$ cat config.mk
export PLATFORM = sky130hd
export DESIGN_NAME = conv3x3_engine
export DESIGN_NICKNAME = d
export VERILOG_FILES = /design/src/rtl/conv3x3_engine.sv
export SDC_FILE = /design/constraint.sdc
export NUM_CORES = 2
export LEC_CHECK = 0
export BUFFER_PORTS_ARGS = -buffer_cell sky130_fd_sc_hd__buf_2
export CORE_MARGIN = 2
export CORE_UTILIZATION = 25
export CTS_CLUSTER_DIAMETER = 50
export DETAILED_ROUTE_END_ITERATION = 12
export MAX_ROUTING_LAYER = met4
export PLACE_DENSITY = 0.39
export SLEW_MARGIN = 20
export SYNTH_ARGS = -nofsm -noshare
export SYNTH_HDL_FRONTEND = slang
export SYNTH_SLANG_ARGS = --single-unit
$ cat constraint.sdc
create_clock -name clk -period 20.4 [get_ports clk]
set_input_delay 2.04 -clock clk [delete_from_list [all_inputs] [get_ports clk]]
set_output_delay 2.04 -clock clk [all_outputs]
set_load 0.02 [all_outputs]
$ cat src/rtl/conv3x3_engine.sv
// 3x3 convolution engine: column-shift window, signed kernel, four-register
// pipeline (window, products, row sums, final sum) with valid/last tags.
module conv3x3_engine #(
   parameter int W    = 5,
   parameter int H    = 5,
   parameter int RELU = 0
) (
   input  logic        clk,
   input  logic        rst,
   input  logic [7:0]  row0,
   input  logic [7:0]  row1,
   input  logic [7:0]  row2,
   input  logic        in_valid,
   input  logic        w_we,
   input  logic [3:0]  w_addr,
   input  logic [7:0]  w_data,
   output logic [19:0] out_data,
   output logic        out_valid,
   output logic        out_last
);

   localparam int CW = (W > 2) ? $clog2(W) : 2;
   localparam int RW = (H > 2) ? $clog2(H) : 2;

   logic [7:0]         win_q [3][3];
   logic [7:0]         win_d [3][3];
   logic [7:0]         tap [3];
   logic signed [7:0]  w_q [9];
   logic signed [7:0]  w_d [9];
   logic [CW-1:0]      col_q, col_d;
   logic [RW-1:0]      row_q, row_d;
   logic               v1_q, v1_d, l1_q, l1_d;
   logic signed [16:0] prod_q [9];
   logic signed [16:0] prod_d [9];
   logic               v2_q, v2_d, l2_q, l2_d;
   logic signed [19:0] rsum_q [3];
   logic signed [19:0] rsum_d [3];
   logic               v3_q, v3_d, l3_q, l3_d;
   logic signed [19:0] total;
   logic [19:0]        out_data_q, out_data_d;
   logic               out_valid_q, out_valid_d, out_last_q, out_last_d;

   always_comb begin
      tap[0] = row2;
      tap[1] = row1;
      tap[2] = row0;
      win_d  = win_q;
      col_d  = col_q;
      row_d  = row_q;
      v1_d   = 1'b0;
      l1_d   = 1'b0;
      w_d    = w_q;
      for (int k = 0; k < 9; k++) begin
         if (w_we && w_addr == 4'(k)) w_d[k] = w_data;
      end
      if (in_valid) begin
         for (int i = 0; i < 3; i++) begin
            win_d[i][0] = win_q[i][1];
            win_d[i][1] = win_q[i][2];
            win_d[i][2] = tap[i];
         end
         // Tags use the position of the sample being accepted, before the counters advance.
         v1_d = (col_q >= CW'(2)) && (row_q >= RW'(2));
         l1_d = (col_q == CW'(W-1)) && (row_q == RW'(H-1));
         if (col_q == CW'(W-1)) begin
            col_d = '0;
            row_d = (row_q == RW'(H-1)) ? '0 : row_q + RW'(1);
         end else begin
            col_d = col_q + CW'(1);
         end
      end
      for (int i = 0; i < 3; i++) begin
         for (int j = 0; j < 3; j++) begin
            prod_d[3*i+j] = 17'($signed({1'b0, win_q[i][j]})) * 17'(w_q[3*i+j]);
         end
      end
      v2_d = v1_q;
      l2_d = l1_q;
      for (int i = 0; i < 3; i++) begin
         rsum_d[i] = 20'(prod_q[3*i]) + 20'(prod_q[3*i+1]) + 20'(prod_q[3*i+2]);
      end
      v3_d        = v2_q;
      l3_d        = l2_q;
      total       = rsum_q[0] + rsum_q[1] + rsum_q[2];
      out_data_d  = (RELU != 0 && total[19]) ? 20'd0 : total;
      out_valid_d = v3_q;
      out_last_d  = l3_q & v3_q;
   end

   always_ff @(posedge clk or posedge rst) begin
      if (rst) begin
         for (int i = 0; i < 3; i++) begin
            for (int j = 0; j < 3; j++) win_q[i][j] <= '0;
            rsum_q[i] <= '0;
         end
         for (int k = 0; k < 9; k++) begin
            w_q[k]    <= '0;
            prod_q[k] <= '0;
         end
         col_q       <= '0;
         row_q       <= '0;
         v1_q        <= 1'b0;
         l1_q        <= 1'b0;
         v2_q        <= 1'b0;
         l2_q        <= 1'b0;
         v3_q        <= 1'b0;
         l3_q        <= 1'b0;
         out_data_q  <= '0;
         out_valid_q <= 1'b0;
         out_last_q  <= 1'b0;
      end else begin
         win_q       <= win_d;
         w_q         <= w_d;
         col_q       <= col_d;
         row_q       <= row_d;
         v1_q        <= v1_d;
         l1_q        <= l1_d;
         prod_q      <= prod_d;
         v2_q        <= v2_d;
         l2_q        <= l2_d;
         rsum_q      <= rsum_d;
         v3_q        <= v3_d;
         l3_q        <= l3_d;
         out_data_q  <= out_data_d;
         out_valid_q <= out_valid_d;
         out_last_q  <= out_last_d;
      end
   end

   assign out_data  = out_data_q;
   assign out_valid = out_valid_q;
   assign out_last  = out_last_q;

endmodule

* Word level (Yosys, flattened, before mapping) *
Index checks and enable logic that the tools add are counted.

word-level totals
  register bits = 388
  input bits = 40
  output and inout port bits = 22
  logic and storage cells = 90

operators by class
  $add $sub $neg = 10
  multiply operators = 9
  magnitude comparators = 2
  eq/ne operators = 10
  multiplexer cells = 4
  bitwise logic cells = 1
  reductions and logical operators = 13

operator list
  kind                                                               count
  multiplier 9 x 8 -> 17 bit                                         9
  adder 18 x 17 -> 19 bit                                            3
  adder 17 x 17 -> 18 bit                                            3
  adder 19 x 19 -> 20 bit                                            1
  adder 20 x 19 -> 20 bit                                            1
  == test 4 x 3 -> 1 bit, second input constant                      4
  logical AND 1 bit                                                  11
  == test 4 x 2 -> 1 bit, second input constant                      2
  adder 3 x 1 -> 3 bit, second input constant                        2
  == test 3 bit, second input constant                               2
  greater-or-equal comparator 3 x 2 -> 1 bit, second input constant  2
  2-to-1 mux 3 bit                                                   2
  == test 4 x 1 -> 1 bit, second input constant                      1
  == test 4 bit, second input constant                               1
  logical NOT 4 bit                                                  1
  2-to-1 mux 1 bit                                                   2
  AND reduction 2 bit                                                1
  bitwise AND 1 bit                                                  1

* Depth between registers and ports, before layout *
  word-level depth = 3
  gate-level depth with buffers = 20
  gate-level depth less buffers = 19

* Worst setup path after synthesis *
No wires, ideal clock.

  kind = reg2reg
  start point = register win_q[45] (netlist bit)
  end point = register prod_q[101] (netlist bit)
  setup time = 0.124 ns
  arrival = 4.397 ns
  required time = 20.276 ns
  path slack = 15.878 ns
  stages on the path, launching flop included = 18
  path buffers = 0
  clock period less this slack = 4.522 ns
  path through = dfrtp_1 and2_1 fa_1 inv_1 fa_1 inv_1 fa_1 inv_1 fa_1 inv_1 ha_1 o21a_1 o31a_1 o211ai_1 a21oi_1 a2111oi_1 a21oi_1 xnor2_1

RTL lines
  what                    line  RTL
  start, declared         25    logic [7:0] win_q [3][3];
  start signal, assigned  112   win_q <= win_d;
  end signal, assigned    118   prod_q <= prod_d;
  end, declared           33    logic signed [16:0] prod_q [9];

==> flow_metrics.tcl <==
set metrics [dict create \
    synthArstFlopShare_pct 100 \
    first_pass_iters 5 \
    synthAdderAreaFrac_pct 38.7 \
    wl_met1_um 49300 \
    status "finished clean" \
    endpoint_kind "register" \
    synth_cell_types 62 \
    synth_top_family_by_area "adder cells" \
    layout_min_cycle_time_ns 4.93 \
    fin_area_mm2 0.0411 \
    postSynthAreaPerCell_um2 10.5 \
    rsz0062_at_grt "false" \
    wl_per_cell_um 17.7 \
    ys.flop_type "dfrtp_1" \
    yosysTopAreaCell "dfrtp_1" \
    ys_ff_latch 388 \
    cp_max_fo 9 \
    max_slew.worst_pin.slew_ns 0.959 \
    cts_setup_buffers 0 \
    hold_buffers 0 \
    hp-class "reg -> reg" \
    synth_area_leaders "dfrtp_1, fa_1, ha_1" \
    post-route-util_pct 28.7 \
    viasPerCell 4.20 \
    cp_data_arrival_time_ns 5.44 \
    cts_resized 0 \
    drive_above_1_share_pct 9.86 \
    overflow 0 \
    crit_required_ns 20.91 \
    cts_buffers 74 \
    rrSetupSlack_ns 15.47 \
    grt.total_usage_pct 14.0 \
    dieArea_mm2 0.147 \
    ys_seq_area_share_pct 27.0 \
    grt_max_degree 79 \
    areaGrowthSynthToFinish_pct 14.1 \
    synth-edff-count 0 \
    max_freq_mhz 203 \
    slew_viol_final 0 \
    drt_iter0_drc 1042 \
    place.gp.congestion 0.801 \
    hold_viol 0 \
    synthCells 3431 \
    met3RoutedLength_um 3400 \
    critPathLaunchType "register" \
    relSlewSlack_pct 36.1 \
    netlist_area_mm2 0.0360 \
    final_nets 4430 \
    synthMuxAreaShare_pct 4.49 \
    die_h_um 383 \
    cts_sinks 388 \
    dp_hpwl_um 77100 \
    initial_core_util_pct 25.1 \
    fp-row-count 139 \
    met2_length_um 42800 \
    synth_xor_xnor_area_share_pct 3.55 \
    clock_skew_ns 0.0388 \
    setup-tns-final_ns 0 \
    synth_top_area_share_pct 27.0 \
    topRoutingLayerUsed "met4" \
    dpl-instance-area_mm2 0.0385 \
    cts_buffer_depth 3 \
    final_antenna_net_count 0 \
    grt_first_pass_wirelength_um 152000 \
    yosysWarnings 0 \
    cts_tree "built" \
    antenna_found_initial 12 \
    synth_compound_area_share_pct 6.40 \
    vias 23100 \
    clockRootBuffer "clkbuf_16" \
    drv_cap 0 \
    setup-violations-final 0 \
    die_x_um 383 \
    wl_um 97200 \
    synth_nets 4340 \
    h-tree-depth 3 \
    portBuffers 61 \
    crit_type "reg -> reg" \
    grt_pass1_vias 24500 \
    io_pins 62 \
    period_share_pct 24.2 \
    clk_latency_ns 0.66 \
    yosys.area_share.simple_pct 13.3 \
    drc 0 \
    core_area_mm2 0.143 \
    clk_pin_slew_worst_paths_ns 0.05 \
]
[worst max-delay path, stage by stage (launching register included)]
cell       delay (ns)
dfrtp_1          0.47
and2_1           0.22
fa_1             0.53
inv_1            0.06
fa_1             0.53
inv_1            0.05
fa_1             0.47
inv_1            0.05
fa_1             0.47
inv_1            0.04
ha_1             0.33
o21a_1           0.20
o31a_1           0.12
o211ai_1         0.22
a21oi_1          0.11
a2111oi_1        0.58
a21oi_1          0.17
xnor2_1          0.16
[state kept, by name, summed over array words and instances, names as in the netlist, 3 cells and up]
name,flops
prod_q,153
w_q,72
win_q,72
rsum_q,57
out_data,20
col_q,3
row_q,3
[kinds of logic (layout without fill, tap and decap cells)]
family | after synthesis | in the layout
and+or+nand+nor | 900 | 900
adders and majority gates | 869 | 869
xor gates and xnor gates | 146 | 146
muxes | 144 | 144
DFF | 388 | 388
other | 0 | 10
buffers and inverters | 627 | 775
AOI/OAI and AO/OA | 357 | 357
[cells in the mapped netlist, types with 28 or more instances]
cell and n:
xnor2_1 118, inv_1 573, ha_1 462, mux2_2 140, xor2_1 28, nand2b_1 46, fa_1 407, a21oi_1 122
clkbuf_1 51, and2_1 366, nor2b_1 29, a21o_1 33, o21a_1 34, nor2_1 130, dfrtp_1 388, nand2_1 206
o21ai_0 60
[layout by cell type (no fill, tap or decap), drive strengths merged, types with 5 or more instances in the layout]
master,instances
dfrtp,388
or3,10
a21o,33
inv,587
clkbuf,86
nor3b,5
buf,68
nand2b,46
and2,366
clkinvlp,9
o31a,8
a211oi,7
o21ai,63
o21bai,9
nor4,9
o21a,34
nand3b,5
ha,462
or2,5
mux2,140
nand4,6
xor2,28
diode,10
nand3,27
xnor2,118
a21oi,123
o31ai,6
nor2,130
nand2,206
a31oi,14
clkinv,23
fa,407
a2111oi,12
nor3,26
o211ai,14
nor2b,29
and3,17
[stage by stage]
step	hold slack (ns)	setup slack, ns	std cells
after floorplan	0.331	7.58	3431
after global placement	0.334	15.41	5348
after detailed placement	0.335	15.41	5348
after CTS	0.346	15.39	5482
after global routing	0.354	15.07	5484
final	0.342	15.47	5492
[area by class of cell]
cell class              count  area (um2)
diodes                     10        25.0
clock buffers              86        2000
clock inverters            48         520
fillers                 15000      102000
inverters                 573        2160
multi-input cells        2416       23900
flip-flops and latches    388        9710
well taps                1903        2380
repair buffers             68         360
[worst paths after layout]
kind                            startpoint     endpoint  cells after the start
worst min-delay path                  v1_q         v2_q                      0
worst min register to register        v1_q         v2_q                      0
worst max register to register   win_q[69]  prod_q[152]                     17
worst max-delay path             win_q[69]  prod_q[152]                     17
min in group asynchronous              rst    win_q[22]                      2
max in group asynchronous              rst  prod_q[109]                      4
[per-layer routing]
layer	vias to the layer above	track usage, %
li1	11300	-
met1	11400	19.9
met2	304	21.1
met3	87	1.88
met4	0	3.49
met5	-	-
Power is left out: the tool's default activity adds up to more than one toggle a clock period on the data nets, which glitch-free logic cannot reach.
